<file path="src/rtl/pipe_pkg.sv">
// Shared definitions for the inter-stage pipeline registers.
//   ST_*           : skid-mode state encoding (EMPTY / ONE / FULL)
//   EXMEM_*, RD_W  : default bundle widths at a stage boundary
package pipe_pkg;

    localparam logic [1:0] ST_EMPTY = 2'b00;
    localparam logic [1:0] ST_ONE   = 2'b01;
    localparam logic [1:0] ST_FULL  = 2'b10;

    localparam int EXMEM_CTRL_W = 4;
    localparam int EXMEM_DATA_W = 102;
    localparam int RD_W         = 5;

    typedef logic [1:0] pipe_state_t;

endpackage

</file>
<file path="src/rtl/d_ffec_n.sv">
// WIDTH-bit D flip-flop with load enable and asynchronous active-low clear.
//   clk_i  : rising-edge clock
//   clrn_i : async clear, active low (q_o -> 0)
//   en_i   : load d_i on the clock edge when high
//   d_i    : next value
//   q_o    : stored value
module d_ffec_n #(
    parameter int WIDTH = 1
) (
    input  logic             clk_i,
    input  logic             clrn_i,
    input  logic             en_i,
    input  logic [WIDTH-1:0] d_i,
    output logic [WIDTH-1:0] q_o
);

    always_ff @(posedge clk_i or negedge clrn_i) begin
        if (!clrn_i)
            q_o <= '0;
        else if (en_i)
            q_o <= d_i;
    end

endmodule

</file>
<file path="src/rtl/pipe_stage_reg.sv">
// Parametrised pipeline stage register with valid/ready handshake.
// Carries {ctrl, data, rd} per entry, strict FIFO order.
//   Clk, Clrn          : clock, async active-low reset
//   Flush              : synchronous squash of every held entry
//   In_valid/In_ready  : upstream handshake; In_ctrl/In_data/In_rd payload
//   Out_valid/Out_ready: downstream handshake; Out_ctrl/Out_data/Out_rd head
//   Count              : number of entries held (0..2)
// SKID=1: two entries (main = head, skid = overflow), In_ready registered.
// SKID=0: one entry, In_ready = !Out_valid | Out_ready.
// Out_ctrl is gated by Out_valid so an empty slot never asserts write enables.
module pipe_stage_reg #(
    parameter int CTRL_W = pipe_pkg::EXMEM_CTRL_W,
    parameter int DATA_W = pipe_pkg::EXMEM_DATA_W,
    parameter int RD_W   = pipe_pkg::RD_W,
    parameter int SKID   = 1
) (
    input  logic              Clk,
    input  logic              Clrn,
    input  logic              Flush,
    input  logic              In_valid,
    output logic              In_ready,
    input  logic [CTRL_W-1:0] In_ctrl,
    input  logic [DATA_W-1:0] In_data,
    input  logic [RD_W-1:0]   In_rd,
    output logic              Out_valid,
    input  logic              Out_ready,
    output logic [CTRL_W-1:0] Out_ctrl,
    output logic [DATA_W-1:0] Out_data,
    output logic [RD_W-1:0]   Out_rd,
    output logic [1:0]        Count
);

    import pipe_pkg::ST_EMPTY;
    import pipe_pkg::ST_ONE;
    import pipe_pkg::ST_FULL;
    import pipe_pkg::pipe_state_t;

    localparam int E_W = CTRL_W + DATA_W + RD_W;

    logic [E_W-1:0] in_ent;
    logic [E_W-1:0] main_q;
    logic [E_W-1:0] main_d;
    logic           main_en;
    logic           out_valid_w;
    logic           in_ready_w;
    logic [1:0]     count_w;
    logic           in_fire;
    logic           out_fire;

    assign in_ent   = {In_ctrl, In_data, In_rd};
    assign in_fire  = In_valid & in_ready_w;
    assign out_fire = out_valid_w & Out_ready;

    // Head register, shared by both modes.
    d_ffec_n #(.WIDTH(E_W)) u_main (
        .clk_i (Clk),
        .clrn_i(Clrn),
        .en_i  (main_en),
        .d_i   (main_d),
        .q_o   (main_q)
    );

    assign In_ready  = in_ready_w;
    assign Out_valid = out_valid_w;
    assign Count     = count_w;
    assign Out_ctrl  = main_q[E_W-1 -: CTRL_W] & {CTRL_W{out_valid_w}};
    assign Out_data  = main_q[RD_W +: DATA_W];
    assign Out_rd    = main_q[RD_W-1:0];

    generate
        if (SKID == 1) begin : g_skid
            pipe_state_t    state_q;
            pipe_state_t    state_d;
            logic [E_W-1:0] skid_q;
            logic [E_W-1:0] skid_d;
            logic           skid_en;

            d_ffec_n #(.WIDTH(E_W)) u_skid (
                .clk_i (Clk),
                .clrn_i(Clrn),
                .en_i  (skid_en),
                .d_i   (skid_d),
                .q_o   (skid_q)
            );

            always_ff @(posedge Clk or negedge Clrn) begin
                if (!Clrn)
                    state_q <= ST_EMPTY;
                else
                    state_q <= state_d;
            end

            always_comb begin
                state_d = state_q;
                main_en = 1'b0;
                main_d  = in_ent;
                skid_en = 1'b0;
                skid_d  = in_ent;
                if (Flush) begin
                    // Squash wins over any concurrent transfer; storage is
                    // zeroed so no stale control survives.
                    state_d = ST_EMPTY;
                    main_en = 1'b1;
                    main_d  = '0;
                    skid_en = 1'b1;
                    skid_d  = '0;
                end else begin
                    case (state_q)
                        ST_EMPTY: begin
                            if (in_fire) begin
                                main_en = 1'b1;
                                state_d = ST_ONE;
                            end
                        end
                        ST_ONE: begin
                            if (in_fire && out_fire) begin
                                main_en = 1'b1;
                            end else if (in_fire) begin
                                skid_en = 1'b1;
                                state_d = ST_FULL;
                            end else if (out_fire) begin
                                state_d = ST_EMPTY;
                            end
                        end
                        ST_FULL: begin
                            // In_ready is low here, so only the drain matters.
                            if (out_fire) begin
                                main_en = 1'b1;
                                main_d  = skid_q;
                                state_d = ST_ONE;
                            end
                        end
                        default: state_d = ST_EMPTY;
                    endcase
                end
            end

            assign out_valid_w = (state_q != ST_EMPTY);
            assign in_ready_w  = (state_q != ST_FULL);
            assign count_w     = (state_q == ST_FULL) ? 2'd2 :
                                 (state_q == ST_ONE)  ? 2'd1 : 2'd0;
        end else begin : g_single
            logic valid_q;
            logic valid_d;

            d_ffec_n #(.WIDTH(1)) u_valid (
                .clk_i (Clk),
                .clrn_i(Clrn),
                .en_i  (1'b1),
                .d_i   (valid_d),
                .q_o   (valid_q)
            );

            always_comb begin
                main_en = in_fire | Flush;
                main_d  = Flush ? '0 : in_ent;
                if (Flush)
                    valid_d = 1'b0;
                else if (in_fire)
                    valid_d = 1'b1;
                else if (out_fire)
                    valid_d = 1'b0;
                else
                    valid_d = valid_q;
            end

            assign out_valid_w = valid_q;
            assign in_ready_w  = !valid_q | Out_ready;
            assign count_w     = {1'b0, valid_q};
        end
    endgenerate

endmodule

</file>
<file path="config.mk">
export PLATFORM = sky130hd
export DESIGN_NAME = pipe_stage_reg
export DESIGN_NICKNAME = d
export VERILOG_FILES = /design/src/rtl/pipe_pkg.sv /design/src/rtl/d_ffec_n.sv /design/src/rtl/pipe_stage_reg.sv
export SDC_FILE = /design/constraint.sdc
export NUM_CORES = 1
export LEC_CHECK = 0
export BUFFER_PORTS_ARGS = -buffer_cell sky130_fd_sc_hd__buf_4
export CORE_ASPECT_RATIO = 1.25
export CORE_UTILIZATION = 35
export DETAILED_ROUTE_END_ITERATION = 8
export PLACE_DENSITY = 0.62
export RECOVER_POWER = 100
export SYNTH_ARGS = -nofsm -noshare
export SYNTH_HDL_FRONTEND = slang
export SYNTH_SLANG_ARGS = --single-unit
</file>
<file path="constraint.sdc">
create_clock -name Clk -period 3.3 [get_ports Clk]
set_input_delay 0.99 -clock Clk [delete_from_list [all_inputs] [get_ports Clk]]
set_output_delay 0.99 -clock Clk [all_outputs]
set_load 0.005 [all_outputs]
</file>
==> results list, run 1 <==
- Boundary pin count: 231
- Power spread over the standard cell area amounts to 542.4 nW/um^2.
- Post-CTS timing repair inserted 0 buffers for setup.
* Post-place setup slack: 0.7691 ns
- Synthesis Warnings: 0
- In the finished design, the share of the clock period the worst path needs comes to 0.8164.
* Post-DP HPWL: 16.77 mm
- In the synthesized netlist, the number of instances is 886.
- Clock-pin slew was measured on the worst setup and hold paths at 0.06 ns.
- Slowest cell on the critical path: sky130_fd_sc_hd__clkbuf_4
- In the routed design, unresolved DRC markers number 0.
- In this run the worst setup path begins at Out_ready.
- Vias in the first global route: 8096
- Effective utilization at floorplan: 0.3571
* Avg Inst Size Synth: 12.49 sq um
* Yosys top cell area share: 0.5066
* Area delta synth->final: 14.86%
- Total wire length after detailed routing: 28.33 mm
- Sum of negative setup slack: 0 ns
* Total Die Area: 32340 sq um
- The library cell used most frequently in the layout, excluding fill and tap cells, is sky130_fd_sc_hd__dfrtp_1.
* Leakage Power: 6.577 nW
- The final reports fail on capacitance limit, slew limit.
- The hold violation total from the final report was 0.
- Number of unique standard cell types used by synthesis: 22
- The design draws 6.893 mW.
- In this run the deepest clock path goes through 3 buffers.
- The run finished, with violations left.
* IR drop worst, VDD: 0.3246 mV
* Iteration count of the initial detailed-routing pass: 4
- At the end of the flow the core is filled with cells to 0.4101.
- CP cell instances: clkbuf_1, and3b_4, clkbuf_4, nor2_1, a221oi_2
* Vias after detailed routing: 7335
* Placed instance area: 12390 sq um
- CTS built an H-tree with a depth of 1.
* Data arrival, critical path: 3.10 ns
* Clk Latency, worst-skew pair: 0.52 ns
- GRT Residual Overflow: 0
* Initial antenna violation count: 0
- The startpoint identified for the worst register-to-register timing path is g_skid.state_q[1].
* Detailed-route wire length per cell: 20.31 um
- Fraction of final layout cells with drive strength greater than 1: 0.3067
- Once placement completed, the tool counted placed cells totaling 1351.
* Start-to-end type of the worst setup path: input port to flop
- The filler cells instantiated in the layout total 3061.
- Slack of the critical path: 0.6057 ns
* Synthesized cell area: 11070 sq um
* Seq/Total Area, Yosys: 0.5066
- In this run the tightest slew margin relative to its limit is -0.2683.
- Across all hold checks on the routed design, the worst slack comes to 0.5037 ns.
- Setup crit start kind: input port
- Clock sinks: 224
- The first global-routing pass estimated 45.75 mm of wire.
* Post-synthesis cell type with the largest combined area: sky130_fd_sc_hd__dfrtp_1
* Via-per-instance ratio: 5.258
* Post-detailed-route count of antenna-violating nets: 0
- The worst setup path is captured at a flop.
* Ant diodes: 0
* Die outline width: 161.0 um
- CTS Buf Count: 25
* Total of flip-flops plus latches after synthesis: 224
* Cts-stage hold buffer count: 0
* Number of I/O port buffers: 230
- Post-cts repair resize count: 0
- At the end of routability-driven placement, the weighted congestion stood at 0.7217.
- Across every metal layer, demand over resource in global routing totals 0.1759.
* Clock Tree Root: sky130_fd_sc_hd__clkbuf_16
- Commonest non-fill, non-tap cells in the layout: sky130_fd_sc_hd__dfrtp_1 (224), sky130_fd_sc_hd__buf_4 (120), sky130_fd_sc_hd__nor2_1 (113), sky130_fd_sc_hd__mux2i_1 (111), sky130_fd_sc_hd__a22o_1 (111)
- Core Rows: 72
- For the pin with the worst max-slew slack, the measured transition is 1.903 ns.
* Count of non-filler cells in the finished layout: 1395
- TritonCTS built the clock tree.
* Number of violations reported at the end of detailed-routing iteration 0: 443
* Number of nets in the layout: 1087
- Derived from the worst setup path, the maximum achievable clock frequency is 371.2 MHz.
- Maximum fanout along the worst path: 111
* Max incr delay on CP: 1.11 ns
- Net count after synthesis: 1002
- Setup repair after global routing left no endpoint under its margin.
- Across the run, the number of max-cap violations was 2.
- Final critical path time including I/O delays and setup: 2.694 ns
- After routing the design area is 12710 sq um.
- Min-Delay Startpoint: g_skid.u_skid.q_o[107]
- Die Y: 200.8 um
* Maximum number of pins on one net before global-route repair: 112
- By area the synthesized netlist is led by sky130_fd_sc_hd__dfrtp_1 (51%), sky130_fd_sc_hd__a221oi_2 (12%), sky130_fd_sc_hd__mux2i_1 (10%).
- Final setup violation count: 0
* Data required time of the critical path: 3.71 ns
- Worst hold path class: flop to flop
- The region available for standard cell placement spans 30990 sq um.
- Between clock sinks in the finished design, the worst skew comes to 0.01063 ns.
* Total count of max-transition violations in the final report: 136
## report_power, final
| part | total, mW | internal (mW) | leakage, nW | switching (mW) |
|---|---|---|---|---|
| sequential | 3.01 | 2.91 | 3.00 | 0.0964 |
| clock | 2.91 | 1.78 | 0.425 | 1.14 |
| combinational | 0.969 | 0.446 | 3.15 | 0.523 |
| total | 6.89 | 5.14 | 6.58 | 1.75 |
## cell usage after synthesis
cell,number
sky130_fd_sc_hd__clkbuf_1,25
sky130_fd_sc_hd__nor3_1,1
sky130_fd_sc_hd__inv_1,3
sky130_fd_sc_hd__buf_6,10
sky130_fd_sc_hd__buf_2,51
sky130_fd_sc_hd__mux2i_1,111
sky130_fd_sc_hd__or3b_2,1
sky130_fd_sc_hd__a221oi_2,90
sky130_fd_sc_hd__and3b_1,1
sky130_fd_sc_hd__a21o_1,2
sky130_fd_sc_hd__a21oi_1,1
sky130_fd_sc_hd__dfrtp_1,224
sky130_fd_sc_hd__o21ba_2,1
sky130_fd_sc_hd__nand3b_1,2
sky130_fd_sc_hd__nand2_1,3
sky130_fd_sc_hd__mux2_4,1
sky130_fd_sc_hd__buf_4,109
sky130_fd_sc_hd__a221oi_1,21
sky130_fd_sc_hd__nor2b_1,4
sky130_fd_sc_hd__nor2_1,113
sky130_fd_sc_hd__a211oi_1,1
sky130_fd_sc_hd__a22o_1,111
## cell families after synthesis
family / count (synthesis) / share of synthesized area
mux: 112 / 0.1018
flops: 224 / 0.5066
compound gates: 227 / 0.2300
simple gates: 125 / 0.04500
buf+inv: 198 / 0.1167
## cell type report
cell class / instances / area (sq um) / share of cell area
Tap cell: 407 / 509.2 / 0.04007
Sequential cell: 224 / 5605 / 0.4410
Clock inverter: 8 / 122.6 / 0.009648
Inverter: 3 / 11.26 / 0.0008860
Clock buffer: 36 / 737.0 / 0.05798
Multi-Input combinational cell: 464 / 3826 / 0.3010
Timing Repair Buffer: 253 / 1898 / 0.1493
## final timing paths
path,end,cells past startpoint,slack (ns)
hold / removal,g_skid.u_skid.q_o[107],1,0.50
hold reg to reg,g_skid.u_skid.q_o[107],1,0.50
setup / recovery,u_main.q_o[54],5,0.61
max in group asynchronous,u_main.q_o[21],2,0.79
min in group asynchronous,g_skid.u_skid.q_o[46],1,0.98
setup reg to reg,g_skid.u_skid.q_o[15],4,0.75
## state kept, by name, indices dropped and copies added (netlist names)
register / count
g_skid.u_skid.q_o: 111
u_main.q_o: 111
g_skid.state_q: 2
## layer usage
metal	wire (um)	vias up	part of all wire	track usage
li1	-	3357	-	-
met1	12260	3762	0.43	0.2303
met4	673	0	0.024	0.05121
met3	1586	40	0.056	0.03781
met2	13810	176	0.49	0.2906
met5	0	-	0	0
## worst max-delay path, delay by kind of cell
family	cells	cell delay, ns
simple gates	2	0.41
compound gates	1	0.28
buf+inv	2	1.37
(Power assumes the default switching activity.)
==> run 2: changes to the inputs <==
ABC_AREA = 1   (was default)
clock period = 2.8 ns   (was 3.3 ns; I/O delays follow)
==> run 2 against run 1 <==
  * The flow still finishes with violations (capacitance limit, slew limit)
  * Combinational power rose by 24%
  * Count of clock-buffer cells in the layout grew 4
  * Clock skew down 0.00083 ns
==> results list, run 2 <==
- TritonCTS clock tree: built
- Placer congestion estimate: 0.7711
* CTS Buf Count: 25
- In the final layout, the registers with the most flip-flops are g_skid.u_skid.q_o: 111 flops, u_main.q_o: 111 flops, g_skid.state_q: 2 flops.
- Clock latency on the worst-skew pair, taken at its later pin, is 0.52 ns.
- In this run the static leakage power is 6.881 nW.
* Most common cell after layout, fill and taps aside: sky130_fd_sc_hd__nand2_1
- Global-route wire length before repair: 45.08 mm
- Post-detailed-route count of antenna-violating nets: 0
- The largest total area in the synthesized netlist belongs to sky130_fd_sc_hd__dfrtp_1.
- Clock-pin slew was measured on the worst setup and hold paths at 0.06 ns.
- For the worst flop-to-flop path, the logic depth is 8.
- Clock Tree Root: sky130_fd_sc_hd__clkbuf_16
- Syn Inst Count: 1559
- Counting distinct cell types in the post-synthesis netlist gives 17.
* Max transition margin: -0.3299
* Number of violations reported at the end of detailed-routing iteration 0: 473
- Commonest non-fill, non-tap cells in the layout: sky130_fd_sc_hd__nand2_1 (455), sky130_fd_sc_hd__nor2_1 (230), sky130_fd_sc_hd__inv_1 (228), sky130_fd_sc_hd__dfrtp_1 (224), sky130_fd_sc_hd__o21ai_0 (223)
- Dividing the detail-routed wire length by the instance count gives 13.33 um.
- Post-CTS setup-driven buffer insertion count: 0
- In the post-synthesis netlist, the cell with the most instances is sky130_fd_sc_hd__nand2_1.
- Synth top area cells: sky130_fd_sc_hd__dfrtp_1 (49%), sky130_fd_sc_hd__nand2_1 (15%), sky130_fd_sc_hd__o21ai_0 (9.5%)
- Dividing the detail-routed via count by the number of cells gives 4.366.
* Number of enable flip-flop cells after synthesis: 0
* Clock sinks: 224
* Final setup violation count: 0
- Worst hold path class: input port to flop
- For this run, the register share of the synthesized area comes to 0.4906.
- STA classifies the critical path startpoint as a flop.
- Synthesized cell area: 11430 sq um
* Vias after detailed routing: 9055
- The most used flip-flop cell after synthesis is sky130_fd_sc_hd__dfrtp_1.
- Area delta synth->final: 17.18%
* Final critical path time including I/O delays and setup: 2.534 ns
* Standard cell core area: 31970 sq um
* Avg Inst Size Synth: 7.329 sq um
- Global routing finished with a remaining overflow of 0.
- IR drop worst, VDD: 0.3685 mV
- Fraction of registers with async set/reset: 1.000
- RSZ-0062 raised after global routing: false
* Htree depth: 1
- Maximum Capacitance Violations: 1
- In the routed design, unresolved DRC markers number 0.
- The synthesized design contains 224 register bits.
- Measured along the y axis, the die boundary spans 204.0 um.
- The flow ran to the end, but the final reports show violations.
- In this run the worst path has a maximum fanout of 7.
* Worst slew pin tran: 1.995 ns
- Along the worst hold path, the cell count comes to 3.
- Violated checks: capacitance limit, slew limit
- The share of synthesized area in the top cell type comes to 0.4906.
* Overall power consumption: 7.928 mW
- After routing the design area is 13390 sq um.
- The critical path in this run is classified as flop to primary output.
* Post-DP HPWL: 18.08 mm
- Data required time of the critical path: 1.96 ns
* Sum of negative setup slack: 0 ns
- Of the cells placed in the final design, the portion with a size suffix greater than 1 is 0.1596.
- Placed instance area: 12780 sq um
- Maximum achievable frequency: 394.7 MHz
* Leading post-synthesis cells by instance count: sky130_fd_sc_hd__nand2_1 (457), sky130_fd_sc_hd__nor2_1 (229), sky130_fd_sc_hd__inv_1 (225)
* Iteration count of the initial detailed-routing pass: 5
- The initial antenna violation count came to 2.
- Entering global routing, the biggest net connects 87 pins.
- The die covers 33380 sq um.
- Vias in the first global route: 8810
- The worst setup path is captured at a primary output.
- In this run, post-CTS repair resized a total of 0 instances.
- Counting along the longest clock path gives a buffer depth of 3.
* Number of nets in the layout: 1758
- Final worst clock skew: 0.009808 ns
- In this run the core area contains 73 standard-cell rows.
- Effective utilization at floorplan: 0.3574
* Power Density: 592.1 nW/um^2
- Total count of max-transition violations in the final report: 66
- Net count after synthesis: 1675
- Fraction of the cycle the final worst path needs: 0.9049
- Final hold violation count: 0
- For this run, the total global-route usage over all layers was measured as 0.1685.
- Die outline width: 163.6 um
- Boundary pin count: 231
- Synthesis Warnings: 0
- After clock tree synthesis, the flow added hold-fix buffers numbering 0.
* Data arrival, critical path: 1.69 ns
- Number of I/O port buffers: 230
* Total wire length after detailed routing: 27.65 mm
==> run 2: cell types whose count changed after synthesis, moves of 21 or more <==
cell and delta:
sky130_fd_sc_hd__nand2_1 +454, sky130_fd_sc_hd__inv_1 +222, sky130_fd_sc_hd__o21ai_0 +216, sky130_fd_sc_hd__nor2_1 +116, sky130_fd_sc_hd__a22o_1 -111, sky130_fd_sc_hd__mux2i_1 -111, sky130_fd_sc_hd__a221oi_2 -90, sky130_fd_sc_hd__a221oi_1 -21
sky130_fd_sc_hd__buf_2 -21
==> run 2: layout make-up <==
type                       count  area [sq um]
antenna                        2         5.005
clock buffer                  40         762.0
clock inverter                 5         27.53
fill                        3304         18580
inverter                     229         859.6
multi-input combinational    915          3737
sequential                   224          5605
tap                          412         515.5
timing repair buffer         247          1877
==> run 2: where the power goes <==
part / switching (mW) / internal [mW]
Combinational: 0.689 / 0.515
Sequential: 0.109 / 3.45
Clock: 1.32 / 1.85
Total: 2.11 / 5.81
==> run 2: worst paths after layout <==
kind                                       startpoint               endpoint  slack [ns]
worst min register to register  g_skid.u_skid.q_o[13]  g_skid.u_skid.q_o[13]        0.53
max in group asynchronous                        Clrn         u_main.q_o[52]        0.66
worst min-delay path                      In_data[63]  g_skid.u_skid.q_o[68]        0.53
min in group asynchronous                        Clrn         u_main.q_o[79]        0.87
worst max-delay path                g_skid.state_q[0]            Out_ctrl[1]        0.27
worst max register to register      g_skid.state_q[0]         u_main.q_o[98]        0.55
==> run 2: cell families (layout without fill, tap and decap cells) <==
group / after synthesis / after routing / synth area share
and+or+nand+nor: 691 / 691 / 0.2283
other: 0 / 2 / 0
DFF: 224 / 224 / 0.4906
buffers and inverters: 420 / 521 / 0.1827
AOI/OAI and AO/OA: 224 / 224 / 0.09845
==> run 2: stage by stage <==
stage          utilization  hold slack [ns]  instances  setup slack, ns
3_5_place_dp        0.3999           0.5036       2027           0.5637
5_1_grt             0.4188           0.5209       2074           0.1526
4_1_cts             0.4246           0.2984       2072           0.2557
6_report            0.4188           0.5290       2074           0.2663
2_1_floorplan            -           0.4834       1559            1.039
3_3_place_gp        0.3999           0.4953       2027           0.5868
==> run 2: critical path: stages (launching register included) <==
cell and delay [ns]:
sky130_fd_sc_hd__dfrtp_1 0.47, sky130_fd_sc_hd__inv_1 0.12, sky130_fd_sc_hd__nand2_2 0.12, sky130_fd_sc_hd__inv_1 0.12, sky130_fd_sc_hd__nor2_1 0.17, sky130_fd_sc_hd__clkbuf_4 0.16
==> run 2: routing by layer <==
layer | global-route usage | up-vias | routed length [um] | share of wire
li1 | - | 4694 | - | -
met1 | 0.2043 | 4143 | 11700 | 0.42
met2 | 0.2963 | 171 | 13870 | 0.50
met3 | 0.02313 | 47 | 1156 | 0.042
met4 | 0.07176 | 0 | 931 | 0.034
met5 | 0 | - | 0 | 0
